File: src/rtl/elite_i2c_pkg.sv
// Shared definitions for the Elite I2C register bank slice: register map,
// write-path FSM encoding, status bit positions and the status packing helper.
package elite_i2c_pkg;

    localparam logic [7:0] REG_API    = 8'd0;
    localparam logic [7:0] REG_VER    = 8'd1;
    localparam logic [7:0] REG_CMD    = 8'd2;
    localparam logic [7:0] REG_STAT   = 8'd3;
    localparam logic [7:0] REG_LEN    = 8'd4;
    localparam logic [7:0] REG_CLIP   = 8'd5;
    localparam logic [7:0] REG_ERRCNT = 8'd6;

    localparam logic [7:0] DEFAULT_HDL_VERSION = 8'h03;

    localparam int STAT_OVF_BIT   = 7;
    localparam int STAT_FULL_BIT  = 6;
    localparam int STAT_EMPTY_BIT = 5;

    typedef enum logic [1:0] {
        ST_IDLE    = 2'd0,
        ST_CAPTURE = 2'd1,
        ST_COMMIT  = 2'd2
    } bank_state_e;

    function automatic logic [7:0] pack_status(input logic ovf, input logic full,
                                               input logic empty, input logic [4:0] cnt);
        logic [7:0] s;
        s = {3'b000, cnt};
        s[STAT_OVF_BIT]   = ovf;
        s[STAT_FULL_BIT]  = full;
        s[STAT_EMPTY_BIT] = empty;
        return s;
    endfunction

endpackage

File: src/rtl/elite_i2c_reg_bank_if.sv
// Bus bundle between the I2C slave / application side (master) and the
// MClk-domain register bank (slave).
interface elite_i2c_reg_bank_if;
    logic       I2C_Data_Ready;
    logic [7:0] I2C_Reg_Cmnd;
    logic [7:0] I2C_Data;
    logic [7:0] Rd_Reg_Sel;
    logic [7:0] Rd_Data;
    logic       Cmd_Valid;
    logic [7:0] Cmd_Data;
    logic       Cmd_Ready;
    logic [7:0] Data_Length;
    logic [7:0] Active_Clip;
    logic       Reg_Wr_Strobe;
    logic [2:0] Reg_Wr_Addr;

    modport master (
        output I2C_Data_Ready, I2C_Reg_Cmnd, I2C_Data, Rd_Reg_Sel, Cmd_Ready,
        input  Rd_Data, Cmd_Valid, Cmd_Data, Data_Length, Active_Clip,
               Reg_Wr_Strobe, Reg_Wr_Addr
    );

    modport slave (
        input  I2C_Data_Ready, I2C_Reg_Cmnd, I2C_Data, Rd_Reg_Sel, Cmd_Ready,
        output Rd_Data, Cmd_Valid, Cmd_Data, Data_Length, Active_Clip,
               Reg_Wr_Strobe, Reg_Wr_Addr
    );
endinterface

File: src/rtl/elite_cmd_fifo.sv
// Synchronous show-ahead command FIFO with occupancy count, full and empty.
// DEPTH must be a power of two so the pointers wrap naturally.
module elite_cmd_fifo #(
    parameter int DEPTH = 4,
    parameter int WIDTH = 8
) (
    input  logic                   clk,
    input  logic                   rst,
    input  logic                   push,
    input  logic                   pop,
    input  logic [WIDTH-1:0]       wr_data,
    output logic [WIDTH-1:0]       rd_data,
    output logic [$clog2(DEPTH):0] count,
    output logic                   full,
    output logic                   empty
);
    localparam int AW = $clog2(DEPTH);
    localparam int CW = AW + 1;

    logic [WIDTH-1:0] mem_r [DEPTH];
    logic [AW-1:0]    wr_ptr_r;
    logic [AW-1:0]    rd_ptr_r;
    logic [CW-1:0]    count_r;
    logic             do_push_s;
    logic             do_pop_s;

    assign empty = (count_r == {CW{1'b0}});
    assign full  = (count_r == CW'(DEPTH));
    // A pop frees a slot in the same cycle, so a push into a full FIFO is legal then
    assign do_pop_s  = pop & ~empty;
    assign do_push_s = push & (~full | do_pop_s);

    // Storage and read/write pointers
    always_ff @(posedge clk or posedge rst) begin
        if (rst) begin
            for (int i = 0; i < DEPTH; i++) begin
                mem_r[i] <= {WIDTH{1'b0}};
            end
            wr_ptr_r <= {AW{1'b0}};
            rd_ptr_r <= {AW{1'b0}};
        end else begin
            if (do_push_s) begin
                mem_r[wr_ptr_r] <= wr_data;
                wr_ptr_r        <= wr_ptr_r + AW'(1'b1);
            end
            if (do_pop_s) begin
                rd_ptr_r <= rd_ptr_r + AW'(1'b1);
            end
        end
    end

    // Occupancy count
    always_ff @(posedge clk or posedge rst) begin
        if (rst) begin
            count_r <= {CW{1'b0}};
        end else begin
            case ({do_push_s, do_pop_s})
                2'b10:   count_r <= count_r + CW'(1'b1);
                2'b01:   count_r <= count_r - CW'(1'b1);
                default: count_r <= count_r;
            endcase
        end
    end

    assign rd_data = mem_r[rd_ptr_r];
    assign count   = count_r;

endmodule

File: src/rtl/elite_i2c_reg_bank.sv
// MClk-domain register bank behind the Elite I2C slave write path.
// Define REG_BANK_ERR_CNT_EN to add the rejected-write counter at index 6.
module elite_i2c_reg_bank
    import elite_i2c_pkg::*;
#(
    parameter logic [7:0] HDL_VERSION    = DEFAULT_HDL_VERSION,
    parameter int         CMD_FIFO_DEPTH = 4
) (
    input  logic                MClk,
    input  logic                Rst_Flag,
    elite_i2c_reg_bank_if.slave bus
);
    localparam int CNT_W = $clog2(CMD_FIFO_DEPTH) + 1;

    logic             sync1_r, sync2_r, sync3_r;
    logic             edge_s;
    bank_state_e      state_r, state_nxt_s;
    logic [7:0]       cmd_r, data_r;
    logic [7:0]       reg0_r, reg2_r, reg4_r, reg5_r;
    logic             ovf_r;
    logic             strobe_r;
    logic [2:0]       wr_addr_r;
    logic [7:0]       rd_data_r;
    logic             accept_s, wr_reg0_s, wr_reg2_s, wr_reg4_s, wr_reg5_s, clr_ovf_s;
    logic             pop_s;
    logic [7:0]       fifo_head_s;
    logic [CNT_W-1:0] fifo_count_s;
    logic             fifo_full_s, fifo_empty_s;
    logic [7:0]       status_s, rd_mux_s;
`ifdef REG_BANK_ERR_CNT_EN
    logic             clr_err_s, reject_s;
    logic [7:0]       err_cnt_r;
`endif

    // Bring the SCL-domain ready flag into MClk; third stage feeds the edge detect
    always_ff @(posedge MClk or posedge Rst_Flag) begin
        if (Rst_Flag) begin
            sync1_r <= 1'b0;
            sync2_r <= 1'b0;
            sync3_r <= 1'b0;
        end else begin
            sync1_r <= bus.I2C_Data_Ready;
            sync2_r <= sync1_r;
            sync3_r <= sync2_r;
        end
    end

    assign edge_s = sync2_r & ~sync3_r;

    // Write-path state register
    always_ff @(posedge MClk or posedge Rst_Flag) begin
        if (Rst_Flag) begin
            state_r <= ST_IDLE;
        end else begin
            state_r <= state_nxt_s;
        end
    end

    // Next-state logic; edges outside IDLE are dropped
    always_comb begin
        state_nxt_s = state_r;
        case (state_r)
            ST_IDLE: begin
                if (edge_s) begin
                    state_nxt_s = ST_CAPTURE;
                end else begin
                    state_nxt_s = ST_IDLE;
                end
            end
            ST_CAPTURE: state_nxt_s = ST_COMMIT;
            ST_COMMIT:  state_nxt_s = ST_IDLE;
            default:    state_nxt_s = ST_IDLE;
        endcase
    end

    // Latch index and data while the slave holds them stable
    always_ff @(posedge MClk or posedge Rst_Flag) begin
        if (Rst_Flag) begin
            cmd_r  <= 8'h00;
            data_r <= 8'h00;
        end else if (state_r == ST_CAPTURE) begin
            cmd_r  <= bus.I2C_Reg_Cmnd;
            data_r <= bus.I2C_Data;
        end
    end

    // Decode the captured write during COMMIT
    always_comb begin
        accept_s  = 1'b0;
        wr_reg0_s = 1'b0;
        wr_reg2_s = 1'b0;
        wr_reg4_s = 1'b0;
        wr_reg5_s = 1'b0;
        clr_ovf_s = 1'b0;
`ifdef REG_BANK_ERR_CNT_EN
        clr_err_s = 1'b0;
`endif
        if (state_r == ST_COMMIT) begin
            case (cmd_r)
                REG_API:  begin accept_s = 1'b1; wr_reg0_s = 1'b1; end
                REG_CMD:  begin accept_s = 1'b1; wr_reg2_s = 1'b1; end
                REG_STAT: begin accept_s = 1'b1; clr_ovf_s = data_r[STAT_OVF_BIT]; end
                REG_LEN:  begin accept_s = 1'b1; wr_reg4_s = 1'b1; end
                REG_CLIP: begin accept_s = 1'b1; wr_reg5_s = 1'b1; end
`ifdef REG_BANK_ERR_CNT_EN
                REG_ERRCNT: begin accept_s = 1'b1; clr_err_s = 1'b1; end
`endif
                default:  accept_s = 1'b0;
            endcase
        end else begin
            accept_s = 1'b0;
        end
    end

    assign pop_s = bus.Cmd_Ready & ~fifo_empty_s;

    // Register bank, overflow flag and commit strobe
    always_ff @(posedge MClk or posedge Rst_Flag) begin
        if (Rst_Flag) begin
            reg0_r    <= 8'h00;
            reg2_r    <= 8'h00;
            reg4_r    <= 8'h00;
            reg5_r    <= 8'h00;
            ovf_r     <= 1'b0;
            strobe_r  <= 1'b0;
            wr_addr_r <= 3'd0;
        end else begin
            if (wr_reg0_s) reg0_r <= data_r;
            if (wr_reg2_s) reg2_r <= data_r;
            if (wr_reg4_s) reg4_r <= data_r;
            if (wr_reg5_s) reg5_r <= data_r;
            if (clr_ovf_s) begin
                ovf_r <= 1'b0;
            end else if (wr_reg2_s && fifo_full_s && !pop_s) begin
                ovf_r <= 1'b1;
            end
            strobe_r <= accept_s;
            if (accept_s) wr_addr_r <= cmd_r[2:0];
        end
    end

`ifdef REG_BANK_ERR_CNT_EN
    assign reject_s = (state_r == ST_COMMIT) & ~accept_s;

    // Saturating count of rejected writes
    always_ff @(posedge MClk or posedge Rst_Flag) begin
        if (Rst_Flag) begin
            err_cnt_r <= 8'h00;
        end else if (clr_err_s) begin
            err_cnt_r <= 8'h00;
        end else if (reject_s && (err_cnt_r != 8'hFF)) begin
            err_cnt_r <= err_cnt_r + 8'h01;
        end
    end
`endif

    elite_cmd_fifo #(
        .DEPTH (CMD_FIFO_DEPTH),
        .WIDTH (8)
    ) u_cmd_fifo (
        .clk     (MClk),
        .rst     (Rst_Flag),
        .push    (wr_reg2_s),
        .pop     (pop_s),
        .wr_data (data_r),
        .rd_data (fifo_head_s),
        .count   (fifo_count_s),
        .full    (fifo_full_s),
        .empty   (fifo_empty_s)
    );

    assign status_s = pack_status(ovf_r, fifo_full_s, fifo_empty_s, 5'(fifo_count_s));

    // Read-back mux
    always_comb begin
        rd_mux_s = 8'h00;
        case (bus.Rd_Reg_Sel)
            REG_API:    rd_mux_s = reg0_r;
            REG_VER:    rd_mux_s = HDL_VERSION;
            REG_CMD:    rd_mux_s = reg2_r;
            REG_STAT:   rd_mux_s = status_s;
            REG_LEN:    rd_mux_s = reg4_r;
            REG_CLIP:   rd_mux_s = reg5_r;
`ifdef REG_BANK_ERR_CNT_EN
            REG_ERRCNT: rd_mux_s = err_cnt_r;
`endif
            default:    rd_mux_s = 8'h00;
        endcase
    end

    // Registered read data
    always_ff @(posedge MClk or posedge Rst_Flag) begin
        if (Rst_Flag) begin
            rd_data_r <= 8'h00;
        end else begin
            rd_data_r <= rd_mux_s;
        end
    end

    assign bus.Rd_Data       = rd_data_r;
    assign bus.Cmd_Valid     = ~fifo_empty_s;
    assign bus.Cmd_Data      = fifo_head_s;
    assign bus.Data_Length   = reg4_r;
    assign bus.Active_Clip   = reg5_r;
    assign bus.Reg_Wr_Strobe = strobe_r;
    assign bus.Reg_Wr_Addr   = wr_addr_r;

endmodule

File: src/flat_wrapper.sv
// flat-port wrapper written by rule: the top's interface ports become plain ports
module elite_i2c_reg_bank_flat import elite_i2c_pkg::*;
#(
    parameter logic [7:0] HDL_VERSION    = DEFAULT_HDL_VERSION,
    parameter int         CMD_FIFO_DEPTH = 4
)
  (MClk, Rst_Flag, bus_I2C_Data_Ready, bus_I2C_Reg_Cmnd, bus_I2C_Data, bus_Rd_Reg_Sel, bus_Cmd_Ready, bus_Rd_Data, bus_Cmd_Valid, bus_Cmd_Data, bus_Data_Length, bus_Active_Clip, bus_Reg_Wr_Strobe, bus_Reg_Wr_Addr);
  elite_i2c_reg_bank_if bus_i ();
  input  logic MClk;
  input  logic Rst_Flag;
  input wire logic [$bits(bus_i.I2C_Data_Ready)-1:0] bus_I2C_Data_Ready;
  input wire logic [$bits(bus_i.I2C_Reg_Cmnd)-1:0] bus_I2C_Reg_Cmnd;
  input wire logic [$bits(bus_i.I2C_Data)-1:0] bus_I2C_Data;
  input wire logic [$bits(bus_i.Rd_Reg_Sel)-1:0] bus_Rd_Reg_Sel;
  input wire logic [$bits(bus_i.Cmd_Ready)-1:0] bus_Cmd_Ready;
  output wire logic [$bits(bus_i.Rd_Data)-1:0] bus_Rd_Data;
  output wire logic [$bits(bus_i.Cmd_Valid)-1:0] bus_Cmd_Valid;
  output wire logic [$bits(bus_i.Cmd_Data)-1:0] bus_Cmd_Data;
  output wire logic [$bits(bus_i.Data_Length)-1:0] bus_Data_Length;
  output wire logic [$bits(bus_i.Active_Clip)-1:0] bus_Active_Clip;
  output wire logic [$bits(bus_i.Reg_Wr_Strobe)-1:0] bus_Reg_Wr_Strobe;
  output wire logic [$bits(bus_i.Reg_Wr_Addr)-1:0] bus_Reg_Wr_Addr;
  assign bus_i.I2C_Data_Ready = bus_I2C_Data_Ready;
  assign bus_i.I2C_Reg_Cmnd = bus_I2C_Reg_Cmnd;
  assign bus_i.I2C_Data = bus_I2C_Data;
  assign bus_i.Rd_Reg_Sel = bus_Rd_Reg_Sel;
  assign bus_i.Cmd_Ready = bus_Cmd_Ready;
  assign bus_Rd_Data = bus_i.Rd_Data;
  assign bus_Cmd_Valid = bus_i.Cmd_Valid;
  assign bus_Cmd_Data = bus_i.Cmd_Data;
  assign bus_Data_Length = bus_i.Data_Length;
  assign bus_Active_Clip = bus_i.Active_Clip;
  assign bus_Reg_Wr_Strobe = bus_i.Reg_Wr_Strobe;
  assign bus_Reg_Wr_Addr = bus_i.Reg_Wr_Addr;
  elite_i2c_reg_bank #(.HDL_VERSION(HDL_VERSION), .CMD_FIFO_DEPTH(CMD_FIFO_DEPTH)) u_core (.MClk(MClk), .Rst_Flag(Rst_Flag), .bus(bus_i));
endmodule
File: config.mk
export PLATFORM = sky130hd
export DESIGN_NAME = elite_i2c_reg_bank_flat
export DESIGN_NICKNAME = d
export VERILOG_FILES = /design/src/rtl/elite_i2c_pkg.sv /design/src/rtl/elite_i2c_reg_bank_if.sv /design/src/rtl/elite_cmd_fifo.sv /design/src/rtl/elite_i2c_reg_bank.sv /design/src/flat_wrapper.sv
export SDC_FILE = /design/constraint.sdc
export NUM_CORES = 1
export LEC_CHECK = 0
export CORE_MARGIN = 2
export CORE_UTILIZATION = 30
export DETAILED_ROUTE_END_ITERATION = 8
export PLACE_DENSITY = 0.6
export SLEW_MARGIN = 20
export SYNTH_ARGS = -nofsm -noshare
export SYNTH_HDL_FRONTEND = slang
export SYNTH_HIERARCHICAL = 1
export SYNTH_SLANG_ARGS = --single-unit
File: constraint.sdc
create_clock -name MClk -period 3.45 [get_ports MClk]
set_input_delay 0.69 -clock MClk [delete_from_list [all_inputs] [get_ports MClk]]
set_output_delay 0.69 -clock MClk [all_outputs]
set_load 0.1 [all_outputs]
# Word-level counts from Yosys, hierarchy flattened
# Index checks and enable logic that the tools add are counted.
[op_classes] add_sub_neg=4 order_cmp=3 n_eq_ne=14 muxes=24 n_bitwise=10 reduce_logical=11
[op_table] cell="one-hot mux 8 bit (6 select lines)" count=1
[op_table] cell="bitwise mux 32 bit" count=1
[op_table] cell="== test 8 x 2 -> 1 bit, second input constant" count=4
[op_table] cell="== test 8 x 3 -> 1 bit, second input constant" count=4
[op_table] cell="two-way mux 8 bit" count=3
[op_table] cell="binary-select mux 8 bit (select 2 bit)" count=1
[op_table] cell="demux 8 bit (select 2 bit)" count=1
[op_table] cell="zero test 8 bit" count=2
[op_table] cell="two-way mux 1 bit" count=15
[op_table] cell="== test 8 x 1 -> 1 bit, second input constant" count=1
[op_table] cell=">= comparator 3 bit, second input constant" count=2
[op_table] cell="NOT 2 -> 3 bit" count=2
[op_table] cell="one-hot mux 3 bit (2 select lines)" count=1
[op_table] cell="OR reduction 5 bit" count=1
[op_table] cell="adder 2 x 1 -> 2 bit, second input constant" count=2
[op_table] cell="AND 1 bit" count=4
[op_table] cell="== test 2 x 1 -> 1 bit, second input constant" count=2
[op_table] cell="== test 2 bit, second input constant" count=2
[op_table] cell="one-hot mux 2 bit (2 select lines)" count=1
[op_table] cell="nonzero test 2 bit" count=2
[op_table] cell="adder 3 x 1 -> 3 bit, second input constant" count=1
[op_table] cell="== test 3 bit, second input constant" count=1
[op_table] cell="logical AND 1 bit" count=3
[op_table] cell="zero test 3 bit" count=1
[op_table] cell="6 further kinds" count=8
[word_totals] ff_bits=105 input_bits=28 output_inout_bits=37 elab_cells=87

# Longest topological paths before layout
# Gate-level depths: netlist of run 1.
[depth] depth_word=8 mapped_depth=11

# Modules after synthesis
# Netlist of run 1, hierarchy kept.
[by_module_without_submodules] mod="elite_i2c_reg_bank" instances=1 cells_per_inst=200 area_per_inst_um2=2813.9
[by_module_without_submodules] mod="elite_cmd_fifo" instances=1 cells_per_inst=116 area_per_inst_um2=1805.5

# Worst setup path before layout of run 1
# No wires, ideal clock.
[synth_path] path_type="reg-to-reg" from="reg u_core.cmd_r[3]" to="reg u_core.u_cmd_fifo.count_r[2], in the netlist u_core/u_cmd_fifo/count[2]" setup_time_ps=126 arrival_time_ps=2494 required_ps=3324 slack_ps=830 stages_incl_launch_ff=11 path_cell_list="dfrtp_1 -> nor4_4 -> and2_2 -> and3_1 -> or2b_2 -> ha_1 -> inv_1 -> fa_1 -> xor2_1 -> nor2_1 -> xor2_1"
[synth_between] elab_chain_len=6
[synth_rtl] item="start: declaration" line="elite_i2c_reg_bank.sv:18" text="logic [7:0] cmd_r, data_r;"
[synth_rtl] item="start signal: assignment" line="elite_i2c_reg_bank.sv:82" text="cmd_r <= bus.I2C_Reg_Cmnd;"
[synth_rtl] item="== test 8 x 2 -> 1 bit *" line="elite_i2c_reg_bank.sv:99" text="case (cmd_r)"
[synth_rtl] item="two-way mux 1 bit *" line="elite_i2c_reg_bank.sv:99"
[synth_rtl] item="two-way mux 1 bit *" line="elite_i2c_reg_bank.sv:98" text="if (state_r == ST_COMMIT) begin"
[synth_rtl] item="via u_core.wr_reg2_s" line="elite_i2c_reg_bank.sv:24" text="logic accept_s, wr_reg0_s, wr_reg2_s, wr_reg4_s, wr_reg5_s, clr_ovf_s;"
[synth_rtl] item="AND 1 bit *" line="elite_cmd_fifo.sv:31" text="assign do_push_s = push & (~full | do_pop_s);"
[synth_rtl] item="== test 2 x 1 -> 1 bit / == test 2 bit (equally long branches)" line="elite_cmd_fifo.sv:57" text="case ({do_push_s, do_pop_s})"
[synth_rtl] item="one-hot mux 3 bit (2 select lines) / nonzero test 2 bit (equally long branches)"
[synth_rtl] item="end signal: assignment" line="elite_cmd_fifo.sv:58" text="2'b10: count_r <= count_r + CW'(1'b1);"
[synth_rtl] item="end signal: assignment" line="elite_cmd_fifo.sv:59" text="2'b01: count_r <= count_r - CW'(1'b1);"
[synth_rtl] item="end signal: assignment" line="elite_cmd_fifo.sv:60" text="default: count_r <= count_r;"
[synth_rtl] item="end: declaration" line="elite_cmd_fifo.sv:23" text="logic [CW-1:0] count_r;"
# Mark *: on every way through the listed nets, which the timed path passes. The rest lies on a longest branch.
# A chain may end at the register's enable or synchronous reset.

# Final worst setup path of run 1
[layout_path] from="reg u_core.u_cmd_fifo.count_r[0], in the netlist u_core/u_cmd_fifo/count[0]" to="reg u_core.u_cmd_fifo.count_r[2], in the netlist u_core/u_cmd_fifo/count[2]"
[layout_between] elab_chain_len=8
[layout_rtl] item="start signal: assignment" line="elite_cmd_fifo.sv:55" text="count_r <= {CW{1'b0}};"
[layout_rtl] item="start signal: assignment" line="elite_cmd_fifo.sv:58"
[layout_rtl] item="start signal: assignment" line="elite_cmd_fifo.sv:59"
[layout_rtl] item="zero test 3 bit *" line="elite_cmd_fifo.sv:27" text="assign empty = (count_r == {CW{1'b0}});"
[layout_rtl] item="via u_core.fifo_empty_s" line="elite_i2c_reg_bank.sv:28" text="logic fifo_full_s, fifo_empty_s;"
[layout_rtl] item="NOT 1 bit *" line="elite_i2c_reg_bank.sv:115" text="assign pop_s = bus.Cmd_Ready & ~fifo_empty_s;"
[layout_rtl] item="AND 1 bit *" line="elite_i2c_reg_bank.sv:115"
[layout_rtl] item="via u_core.pop_s" line="elite_i2c_reg_bank.sv:25" text="logic pop_s;"
[layout_rtl] item="AND 1 bit *" line="elite_cmd_fifo.sv:30" text="assign do_pop_s = pop & ~empty;"
[layout_rtl] item="OR 1 bit" line="elite_cmd_fifo.sv:31"
[layout_rtl] item="AND 1 bit" line="elite_cmd_fifo.sv:31"
[layout_rtl] item="== test 2 x 1 -> 1 bit / == test 2 bit (equally long branches)" line="elite_cmd_fifo.sv:57"
[layout_rtl] item="one-hot mux 3 bit (2 select lines) / nonzero test 2 bit (equally long branches)"
# Marked as above.

==> results of run 1 <==
cell families after synthesis:
kind of cell,Yosys count,synth area share
DFF,105,0.569
muxes,103,0.268
and+or+nand+nor,48,0.0723
AOI/OAI and AO/OA,25,0.0414
buffers and inverters,22,0.0187
xor gates and xnor gates,7,0.0133
adders and majority gates,6,0.0179
sequential cells by signal, indices dropped and copies added (netlist names):
register and count:
u_core/bus.Active_Clip 8, u_core/u_cmd_fifo/count 3, u_core/u_cmd_fifo/mem_r 32, u_core/reg0_r 8, u_core/bus.Reg_Wr_Strobe 1, u_core/bus.Data_Length 8, u_core/ovf_r 1, u_core/cmd_r 8
u_core/sync3_r 1, u_core/bus.Rd_Data 8, u_core/sync1_r 1, u_core/bus.Reg_Wr_Addr 3, u_core/u_cmd_fifo/rd_ptr_r 2, u_core/u_cmd_fifo/wr_ptr_r 2, u_core/sync2_r 1, u_core/reg2_r 8
u_core/data_r 8, u_core/state_r 2
cell type report:
class	count	area [um2]	area share
Inverter	11	41.3	0.00717
Timing Repair Buffer	71	633	0.110
Sequential cell	105	2630	0.456
Multi-Input combinational cell	189	1910	0.331
Clock inverter	4	50.0	0.00869
Tap cell	188	235	0.0408
Clock buffer	12	267	0.0463
routing by layer:
| metal | routed length, um | GRT usage | up-vias |
|---|---|---|---|
| met5 | 0 | 0 | - |
| met2 | 4780 | 0.210 | 60 |
| met1 | 4520 | 0.161 | 1473 |
| li1 | - | - | 1301 |
| met4 | 124 | 0.0407 | 0 |
| met3 | 349 | 0.0267 | 11 |
Yosys cell counts, types with 2 or more instances:
library cell	count
a221oi_1	2
a22oi_1	4
a31oi_1	5
a41oi_1	2
and2_1	2
and3_1	2
buf_1	3
buf_2	3
clkbuf_1	5
dfrtp_1	105
ha_1	5
inv_1	11
mux2_1	2
mux2_2	82
mux2i_1	11
mux4_2	8
nand2_1	10
nand2b_1	2
nand3b_1	2
nand4_2	3
nor2_1	5
nor2_2	4
nor2b_1	3
nor3_1	4
o22ai_1	4
o32ai_1	2
or2_2	2
xnor2_1	3
xor2_1	4
through the flow:
step,setup WS (ns),power [uW],utilization,cell area (um2),cells
6_report,0.645,3310,0.380,5760,580
5_1_grt,0.511,3460,0.380,5760,580
4_1_cts,0.649,3340,0.380,5760,580
3_5_place_dp,0.403,2270,0.359,5440,564
3_3_place_gp,0.445,2260,0.359,5440,564
2_1_floorplan,0.830,2070,-,4620,316
worst max-delay path by stage:
stage                                                        end  cells past startpoint
after floorplan           u_core/u_cmd_fifo/count[2]$_DFFE_PP0P_                     10
after global placement    u_core/u_cmd_fifo/count[2]$_DFFE_PP0P_                     11
after detailed placement  u_core/u_cmd_fifo/count[2]$_DFFE_PP0P_                     11
after CTS                 u_core/u_cmd_fifo/count[2]$_DFFE_PP0P_                     11
after global routing      u_core/u_cmd_fifo/count[2]$_DFFE_PP0P_                     11
final                     u_core/u_cmd_fifo/count[2]$_DFFE_PP0P_                     11
power groups by stage:
stage | clock, uW | sequential (uW) | combinational (uW)
finish | 1070 | 1580 | 665
global route | 1140 | 1610 | 715
CTS | 1090 | 1580 | 671
detailed placement | 0 | 1610 | 667
global placement | 0 | 1600 | 659
floorplan | 0 | 1610 | 457
worst max-delay path: cells and delay by family (launching register included):
| kind | cells | cell delay (ns) |
|---|---|---|
| xor gates and xnor gates | 2 | 0.30 |
| adders and majority gates | 2 | 0.55 |
| buffers and inverters | 2 | 0.14 |
| DFF | 1 | 0.47 |
| and+or+nand+nor | 5 | 1.28 |
==> flow_metrics.py, run 1 <==
metrics = {
    "status": {
        "status": "complete, no violations",
    },
    "logic_synthesis": {
        "avgSynthCellArea_um2": 14.6,
        "synthesis.area_um2": 4620,
        "ys_seq_area_frac": 0.569,
        "syn_nets": 350,
        "syn_inst": 316,
        "ys.flop_type": "dfrtp_1",
        "synth_top_area_share": 0.569,
        "yosys_warnings": 6,
        "synth.distinct_cells": 45,
        "synth_async_sr_flop_share": 1.00,
        "synth_area_leaders": "dfrtp_1, mux2_2, mux4_2",
        "synth_top_area_cell": "dfrtp_1",
        "synth_edf_count": 0,
        "ys_seq_elements": 105,
    },
    "worst_setup_path": {
        "cp.arrival_ns": 3.08,
        "cp-end-kind": "flip-flop",
        "crit_required_ns": 3.72,
        "path_cells": "nor3_1 > nand2b_1 > inv_1 > nor4b_4 > or2b_2 > ha_1 > inv_1 > fa_1 > xor2_1 > nor2_1 > xor2_1",
        "worstPathMaxFanout": 6,
        "reg2reg_depth": 11,
        "slowest_stage": "dfrtp_1",
        "cp-start-kind": "flip-flop",
        "rr_startpoint": "u_core/u_cmd_fifo/count[0]$_DFFE_PP0P_",
        "crit_path_start": "u_core/u_cmd_fifo/count[0]$_DFFE_PP0P_",
        "critical_path_class": "reg -> reg",
        "slowest_delay_ns": 0.47,
        "r2r-end": "u_core/u_cmd_fifo/count[2]$_DFFE_PP0P_",
        "ff2ff_setup_slack_ns": 0.64,
    },
    "drt": {
        "dr_total_vias": 2845,
        "drc": 0,
        "vias_per_cell": 4.91,
        "wirelength_mm": 9.78,
        "antenna_left": 0,
        "wl_per_cell_um": 16.9,
        "drt-pass1-iter-count": 4,
        "drt-initial-drc-count": 161,
    },
    "cells_and_area": {
        "final_common_cell": "dfrtp_1",
        "diodes": 0,
        "syn2layout_area_growth_pct": 24.7,
        "drive_gt1_frac": 0.390,
        "layout_common_cells": "dfrtp_1, mux2_2, clkdlybuf4s50_1, buf_4, mux2i_1",
        "fillers": 1406,
        "final_nets": 421,
    },
    "pwr": {
        "clkPwrFrac": 0.322,
        "seqPwrFrac": 0.477,
        "vdd_ir_drop_max_mv": 0.261,
        "switching_share": 0.318,
        "netSwitchingPower_uw": 1050,
        "intPower_uw": 2260,
        "power_frac_comb": 0.201,
        "powerDensity_nw_per_um2": 575,
        "p_leak_uw": 0.00271,
    },
    "run": {
        "maxCapViolCount": 0,
    },
    "timing": {
        "setup_viol": 0,
        "period_minus_slack_ns": 2.81,
        "tightest_slew_ns": 0.969,
        "max_slew_margin": 0.352,
        "period_share": 0.813,
        "skew_ns": 0.00999,
        "finalMaxSlewViolations": 0,
        "clock.fmax_mhz": 356,
        "finalSetupTns_ns": 0,
        "rsz0062_at_grt": "false",
        "hold_viol_final": 0,
        "hold_slack_ns": 0.353,
    },
    "clock_tree": {
        "path_clk_slew_ns": 0.07,
        "htreeDepth": 3,
        "cts_tree": "built",
        "cts_setup_buffers": 0,
        "cts_resized": 0,
        "cts_root_buf": "clkbuf_16",
        "cts_hold_buffers": 0,
        "worstSkewPairLatency_ns": 0.35,
        "cts_buffer_depth": 2,
        "cts_sinks": 105,
        "cts_buffers": 9,
    },
    "global_route": {
        "antenna_found_initial": 0,
        "grt_max_degree": 31,
        "grt.overflow.total": 0,
        "gr-usage-all-layers": 0.125,
        "grt_pass1_vias": 3002,
        "grt_pass1_wl_mm": 15.8,
    },
    "hold_path": {
        "hold-path-endpoint": "u_core/sync2_r$_DFF_PP0_",
        "min_path_cells": 0,
        "hold_class": "reg -> reg",
        "min_from": "u_core/sync1_r$_DFF_PP0_",
    },
    "place": {
        "portBuffers": 64,
        "place_congestion": 0.712,
        "hpwl_mm": 6.92,
    },
    "floorplan": {
        "core-area_um2": 15100,
        "initial_core_util": 0.305,
        "dieWidth_um": 128,
        "dieArea_um2": 16400,
        "rows": 45,
        "die_h_um": 128,
        "ioPinCount": 65,
    },
}
No activity file was read; power rests on OpenSTA's default activity.
==> run 2: changes to the inputs <==
- PLACE_DENSITY: 0.6 -> 0.62
- clock period: 3.45 -> 2.3 ns (I/O delays scaled with it)
==> flow_metrics.py, run 2 (synthesis gave the netlist of run 1 again) <==
metrics = {
    "cells_and_area": {
        "multiInputGateArea_um2": 1950,
        "fillers": 1400,
        "fin_util": 0.397,
        "drive_gt1_frac": 0.472,
        "final_nets": 441,
        "final_cells": 599,
        "seq_area_um2": 2630,
        "layout_common_cells": "dfrtp_1, mux2_2, buf_4, clkdlybuf4s50_1, mux2i_1",
        "largest_register_ffs": 32,
        "syn2layout_area_growth_pct": 30.2,
        "diodes": 0,
        "largest-register": "u_core/u_cmd_fifo/mem_r",
        "final_common_cell": "dfrtp_1",
    },
    "global_route": {
        "grt.overflow.total": 0,
        "grt_pass1_wl_mm": 16.5,
        "grt_pass1_vias": 3119,
        "antenna_found_initial": 0,
        "grt_max_degree": 67,
        "gr-usage-all-layers": 0.131,
    },
    "worst_setup_path": {
        "r2r-end": "u_core/u_cmd_fifo/count[2]$_DFFE_PP0P_",
        "rr_startpoint": "u_core/cmd_r[6]$_DFFE_PP0P_",
        "slowest_delay_ns": 0.41,
        "reg2reg_depth": 10,
        "critical_path_class": "reg -> reg",
        "worstPathMaxFanout": 5,
        "crit_required_ns": 2.53,
        "slowest_stage": "dfrtp_1",
        "path_buf_inv": 1,
        "cp.arrival_ns": 2.48,
        "cp-start-kind": "flip-flop",
        "ff2ff_setup_slack_ns": 0.05,
        "cpMostUsedCell": "xor2_1",
        "path_cells": "nor4_4 > and2_4 > and3_4 > or2b_4 > ha_4 > inv_2 > fa_2 > xor2_1 > nor2_1 > xor2_1",
        "cp-end-kind": "flip-flop",
        "worst_path_dominant_cell_family": "simple AND/OR/NAND/NOR gates",
    },
    "clock_tree": {
        "worstSkewPairLatency_ns": 0.34,
        "cts_buffer_depth": 2,
        "cts_hold_buffers": 0,
        "cts_buffers": 9,
        "htreeDepth": 3,
        "cts_tree": "built",
        "cts_root_buf": "clkbuf_16",
        "path_clk_slew_ns": 0.07,
        "cts_sinks": 105,
    },
    "timing": {
        "tightest_slew_ns": 0.537,
        "worst_slack_ns": 0.0505,
        "finalSetupTns_ns": 0,
        "finalMaxSlewViolations": 0,
        "rsz0062_at_grt": "true",
        "setup_viol": 0,
        "skew_ns": 0.00927,
        "max_slew_margin": 0.642,
        "hold_viol_final": 0,
        "period_minus_slack_ns": 2.25,
        "clock.fmax_mhz": 445,
        "period_share": 0.978,
    },
    "drt": {
        "drt-initial-drc-count": 143,
        "wl_per_cell_um": 17.2,
        "drt-pass1-iter-count": 4,
        "drc": 0,
        "wirelength_mm": 10.3,
        "antenna_left": 0,
        "dr_total_vias": 2864,
        "vias_per_cell": 4.78,
    },
    "pwr": {
        "clkPwrFrac": 0.292,
        "vdd_ir_drop_max_mv": 0.364,
        "total_power_uw": 5070,
        "power_frac_comb": 0.259,
        "intPower_uw": 3430,
        "netSwitchingPower_uw": 1630,
        "p_leak_uw": 0.00286,
        "seqPwrFrac": 0.449,
        "switching_share": 0.323,
        "powerDensity_nw_per_um2": 842,
    },
    "place": {
        "place_congestion": 0.752,
        "place_inst": 582,
        "dp_slack_ns": -0.282,
        "portBuffers": 64,
        "hpwl_mm": 7.36,
    },
    "hold_path": {
        "min_from": "u_core/sync1_r$_DFF_PP0_",
        "hold-path-endpoint": "u_core/sync2_r$_DFF_PP0_",
        "min_path_cells": 0,
        "hold_class": "reg -> reg",
    },
    "floorplan": {
        "ioPinCount": 65,
        "initial_core_util": 0.305,
        "die_h_um": 128,
        "rows": 45,
        "core-area_um2": 15100,
        "dieArea_um2": 16400,
        "dieWidth_um": 128,
    },
    "run": {
        "maxCapViolCount": 0,
    },
    "status": {
        "status": "complete, no violations",
    },
}
## run 2: cell count changes in the layout (fill, tap and decap cells not counted), moves of 2 or more
cell,delta
buf_4,+24
clkdlybuf4s50_1,-13
buf_12,+9
clkinv_4,+2
inv_1,-2
## run 2: worst reg2reg max path, stage by stage, from the launching register on
cell and delay, ns:
dfrtp_1 0.41, nor4_4 0.29, and2_4 0.18, and3_4 0.21
or2b_4 0.29, ha_4 0.17, inv_2 0.05, fa_2 0.19
xor2_1 0.14, nor2_1 0.06, xor2_1 0.14
## run 2: routing by layer
| layer | vias up | part of all wire | GRT usage |
|---|---|---|---|
| met5 | - | 0 | 0 |
| met4 | 0 | 0.012 | 0.0407 |
| met3 | 9 | 0.032 | 0.0267 |
| met2 | 46 | 0.50 | 0.222 |
| met1 | 1474 | 0.46 | 0.168 |
| li1 | 1335 | - | - |
## run 2: final cells by class
type,count,share of cell area
Clock buffer,12,0.0443
Clock inverter,3,0.00416
Inverter,11,0.00728
Multi-Input combinational cell,189,0.325
Sequential cell,105,0.437
Tap cell,188,0.0391
Timing Repair Buffer,91,0.144
## run 2: how the worst max path moves through the flow
| stage | from | endpoint | slack (ns) | cells past startpoint |
|---|---|---|---|---|
| 2_1_floorplan | u_core/u_cmd_fifo/count[0]$_DFFE_PP0P_ | u_core/u_cmd_fifo/count[2]$_DFFE_PP0P_ | -0.16 | 11 |
| 3_3_place_gp | bus_Cmd_Ready | u_core/u_cmd_fifo/count[2]$_DFFE_PP0P_ | -0.26 | 11 |
| 3_5_place_dp | bus_Cmd_Ready | u_core/u_cmd_fifo/count[2]$_DFFE_PP0P_ | -0.28 | 11 |
| 4_1_cts | u_core/state_r[0]$_DFF_PP0_ | u_core/u_cmd_fifo/count[2]$_DFFE_PP0P_ | 0.009 | 10 |
| 5_1_grt | u_core/u_cmd_fifo/count[2]$_DFFE_PP0P_ | u_core/u_cmd_fifo/count[2]$_DFFE_PP0P_ | -0.05 | 11 |
| 6_report | u_core/cmd_r[6]$_DFFE_PP0P_ | u_core/u_cmd_fifo/count[2]$_DFFE_PP0P_ | 0.05 | 10 |
## run 2: what timing repair did
| action | 4_1_cts | 5_1_grt |
|---|---|---|
| pin swaps | 3 | 0 |
| buffers inserted | 2 | 0 |
| gates resized for setup | 1 | 3 |
| gates cloned | 0 | 0 |
| endpoints found under the hold margin | 0 | 0 |
| endpoints found under the setup margin | 1 | 2 |
## run 2: power by group through the flow
stage / combinational [uW] / sequential [uW] / clock, uW
after floorplan: 709 / 2420 / 0
after global placement: 1270 / 2290 / 0
after detailed placement: 1300 / 2310 / 0
after CTS: 1320 / 2280 / 1520
after global routing: 1400 / 2310 / 1600
final: 1310 / 2280 / 1480
## run 2: stage by stage
step / cell area (um2) / hold WS (ns)
final: 6020 / 0.355
after global routing: 6020 / 0.371
after CTS: 6010 / 0.359
after detailed placement: 5690 / 0.344
after global placement: 5690 / 0.337
after floorplan: 4650 / 0.331
